`src/rtl/registrador_mux8x3.sv`:
```
// Eight-entry general-purpose register bank (R0..R7) with one shared 3-bit key
// selecting both the write target and the combinational read source.
module registrador_mux8x3 #(
  parameter int WIDTH = 16
) (
  input  logic             clock,
  input  logic             reset,
  input  logic [WIDTH-1:0] in,
  input  logic [2:0]       key,
  input  logic             w,
  output logic [WIDTH-1:0] out
);

  logic [7:0]       enable;
  logic [WIDTH-1:0] bank [8];

  generate
    for (genvar gi = 0; gi < 8; gi++) begin : g_reg
      logic [WIDTH-1:0] data_reg;

      // One-hot write decode: only the register addressed by key is enabled.
      assign enable[gi] = w && (key == 3'(gi));

      always_ff @(posedge clock or posedge reset) begin
        if (reset) begin
          data_reg <= '0;
        end else if (enable[gi]) begin
          data_reg <= in;
        end
      end

      assign bank[gi] = data_reg;
    end
  endgenerate

  // Read is purely combinational and shows the stored value (no write-through).
  assign out = bank[key];

endmodule

```
`config.mk`:
```
export PLATFORM = sky130hd
export DESIGN_NAME = registrador_mux8x3
export DESIGN_NICKNAME = d
export VERILOG_FILES = /design/src/rtl/registrador_mux8x3.sv
export SDC_FILE = /design/constraint.sdc
export NUM_CORES = 1
export LEC_CHECK = 0
export BUFFER_PORTS_ARGS = -buffer_cell sky130_fd_sc_hd__clkbuf_2
export CAP_MARGIN = 0
export CORE_ASPECT_RATIO = 0.8
export CORE_MARGIN = 4
export CORE_UTILIZATION = 35
export CTS_CLUSTER_DIAMETER = 120
export CTS_CLUSTER_SIZE = 28
export DETAILED_ROUTE_END_ITERATION = 12
export GPL_ROUTABILITY_DRIVEN = 1
export GPL_TIMING_DRIVEN = 0
export HOLD_SLACK_MARGIN = 0.15
export SYNTH_ARGS = -nofsm -noshare
export SYNTH_HDL_FRONTEND = slang
export SYNTH_SLANG_ARGS = --single-unit
```
`constraint.sdc`:
```
create_clock -name clock -period 5.1 [get_ports clock]
set_input_delay 1.02 -clock clock [delete_from_list [all_inputs] [get_ports clock]]
set_output_delay 1.02 -clock clock [all_outputs]
set_load 0.05 [all_outputs]
```
==> flow_metrics.tcl <==
set metrics [dict create \
    final.min_clock_period_ns 3.88 \
    syn_area_per_cell_sq_um 18.1 \
    cts_sinks 128 \
    clkPwrFrac_pct 41.5 \
    die-area_sq_um 19500 \
    synth_cell_type_count 15 \
    drive_above_1_share_pct 49.8 \
    ant_nets 0 \
    ys_seq_area_share_pct 52.8 \
    hold_path_class "register to register" \
    path_max_fanout 10 \
    crit_chain "clkbuf_2 -> buf_6 -> buf_6 -> buf_2 -> mux4_1 -> mux2_2 -> clkbuf_2" \
    drtIter0Drc 168 \
    boundaryPins 38 \
    die_h_microns 126 \
    clock_latency_ns 0.42 \
    routed_via_density 5.13 \
    drt-pass1-iter-count 4 \
    grt_pass1_wl_microns 21100 \
    max_slew_margin_pct 55.2 \
    p_leak_nw 3.28 \
    cts_buffers 17 \
    cts_resized 0 \
    hold-worst-slack_ns 0.475 \
    power.density_nw_per_um2 474 \
    max_stage_delay_ns 0.37 \
    ys_ff_latch 128 \
    syn2layout_area_growth_pct 19.4 \
    finalCritPeriodShare_pct 76.1 \
    htree_levels 4 \
    status "complete, no violations" \
    post_cts_buffers 0 \
    cp.required_ns 4.08 \
    p_seq_share_pct 39.2 \
    antenna_found_initial 0 \
    netlist_area_sq_um 6070 \
    ir_worst_vdd_uv 225 \
    syn_nets 357 \
    wl_per_cell_microns 20.7 \
    rsz0062_at_grt "no" \
    setup_viol 0 \
    netlist_instances 335 \
    cts_tree "done" \
    grt_pass1_vias 3565 \
    start_kind "input port" \
    hold_viol 0 \
    slowest_stage "mux4_1" \
    grt_max_degree 89 \
    switching_share_pct 25.6 \
    cts_max_path_buffers 2 \
    num_rows 42 \
    internal_power_mw 2.55 \
    vias 3204 \
    num-fill-cells 1453 \
    core_sq_um 16800 \
    power_mw 3.43 \
    clkTransAtPathRegs_ns 0.06 \
    wirelength_microns 12900 \
    path_class "input port to primary output" \
    nets 413 \
    clock.fmax_ghz 0.258 \
    pwr-share-comb_pct 19.4 \
    crit_buf_inv 5 \
    antenna_cells 0 \
    arrival_ns 2.86 \
    cts-root-buf "clkbuf_16" \
    largest_reg_flops 128 \
    initial_utilization_pct 36.2 \
    crit_family "buffers and inverters" \
    hpwl_microns 8310 \
    drv_cap 0 \
    p_switching_uw 880 \
    gp_congestion 0.727 \
    overflow 0 \
    drv_slew 0 \
    critPathCaptureType "primary output" \
    route.detailed.drc 0 \
    die_x_microns 155 \
    grt_usage_pct 14.3 \
    hold_buffers 0 \
    portBuffers 36 \
    yosysWarnings 0 \
    fin_skew_ns 0 \
    tightest_slew_ns 0.669 \
]
layer usage:
metal / up-vias / wire, microns / part of all wire (%) / track usage (%)
li1: 1415 / - / - / -
met1: 1729 / 6100 / 47 / 19.3
met2: 47 / 6160 / 48 / 22.5
met3: 13 / 499 / 3.9 / 4.22
met4: 0 / 144 / 1.1 / 4.48
met5: - / 0 / 0 / 0
synth_stat cells:
cell type | instances | area share (%)
mux2_1 | 56 | 10
mux4_2 | 17 | 6.3
and4bb_1 | 3 | 0.62
nand4b_4 | 3 | 1.2
mux4_1 | 15 | 6.5
mux2_2 | 58 | 11
buf_4 | 4 | 0.50
nor4b_4 | 1 | 0.39
mux2_4 | 30 | 7.4
buf_12 | 2 | 0.66
buf_2 | 9 | 0.74
buf_6 | 7 | 1.3
dfrtp_1 | 128 | 53
inv_1 | 1 | 0.062
nand4_4 | 1 | 0.35
final cells by class:
cell class / count / area (sq um) / area share [%]
clock inverters: 14 / 262 / 3.61
flip-flops and latches: 128 / 3200 / 44.2
well taps: 220 / 275 / 3.80
clock buffers: 18 / 429 / 5.92
inverters: 1 / 8.76 / 0.121
multi-input cells: 184 / 2670 / 36.8
repair buffers: 37 / 208 / 2.87
plain buffers: 22 / 194 / 2.68
cell families after synthesis:
group	after synthesis	share of synthesized area, %
and+or+nand+nor	8	2.54
buffers and inverters	23	3.26
muxes	176	41.4
DFF	128	52.8
metrics by stage:
| stage | instance area (sq um) | std cells | setup slack (ns) | TNS [ns] | utilization, % |
|---|---|---|---|---|---|
| global placement | 6520 | 591 | -0.608 | -76.22 | 38.9 |
| floorplan | 6070 | 335 | 0.667 | 0 | - |
| global route | 7240 | 624 | 1.13 | 0 | 43.2 |
| detailed placement | 6550 | 592 | 1.22 | 0 | 39.1 |
| CTS | 7240 | 624 | 1.22 | 0 | 43.2 |
| finish | 7240 | 624 | 1.22 | 0 | 43.2 |
power by group through the flow:
stage | registers [mW] | clock network, mW | logic, mW
5_1_grt | 1.37 | 1.50 | 0.716
4_1_cts | 1.34 | 1.44 | 0.675
2_1_floorplan | 1.32 | 0 | 0.547
3_5_place_dp | 1.36 | 0 | 0.674
6_report | 1.34 | 1.42 | 0.664
3_3_place_gp | 1.34 | 0 | 0.654
placed cells by master (no fill, tap or decap), drive strengths merged:
master | netlist | layout
nand4b | 3 | 3
mux2 | 144 | 144
nand4 | 1 | 1
buf | 22 | 23
clkbuf | 0 | 54
clkinv | 0 | 4
bufinv | 0 | 7
mux4 | 32 | 32
dfrtp | 128 | 128
nor4b | 1 | 1
clkinvlp | 0 | 2
and4bb | 3 | 3
inv | 1 | 2
path summary, 6_finish.rpt:
kind,from,endpoint,slack [ns],cells past startpoint
worst max-delay path,key[0],out[7],1.22,7
worst min-delay path,g_reg[1].data_reg[6],g_reg[1].data_reg[6],0.48,1
worst max register to register,g_reg[1].data_reg[7],g_reg[1].data_reg[7],4.30,1
worst min register to register,g_reg[1].data_reg[6],g_reg[1].data_reg[6],0.48,1
max in group asynchronous,reset,g_reg[4].data_reg[14],3.72,3
min in group asynchronous,reset,g_reg[2].data_reg[0],0.60,2
Note: power is estimated with default switching activity, not from simulation.
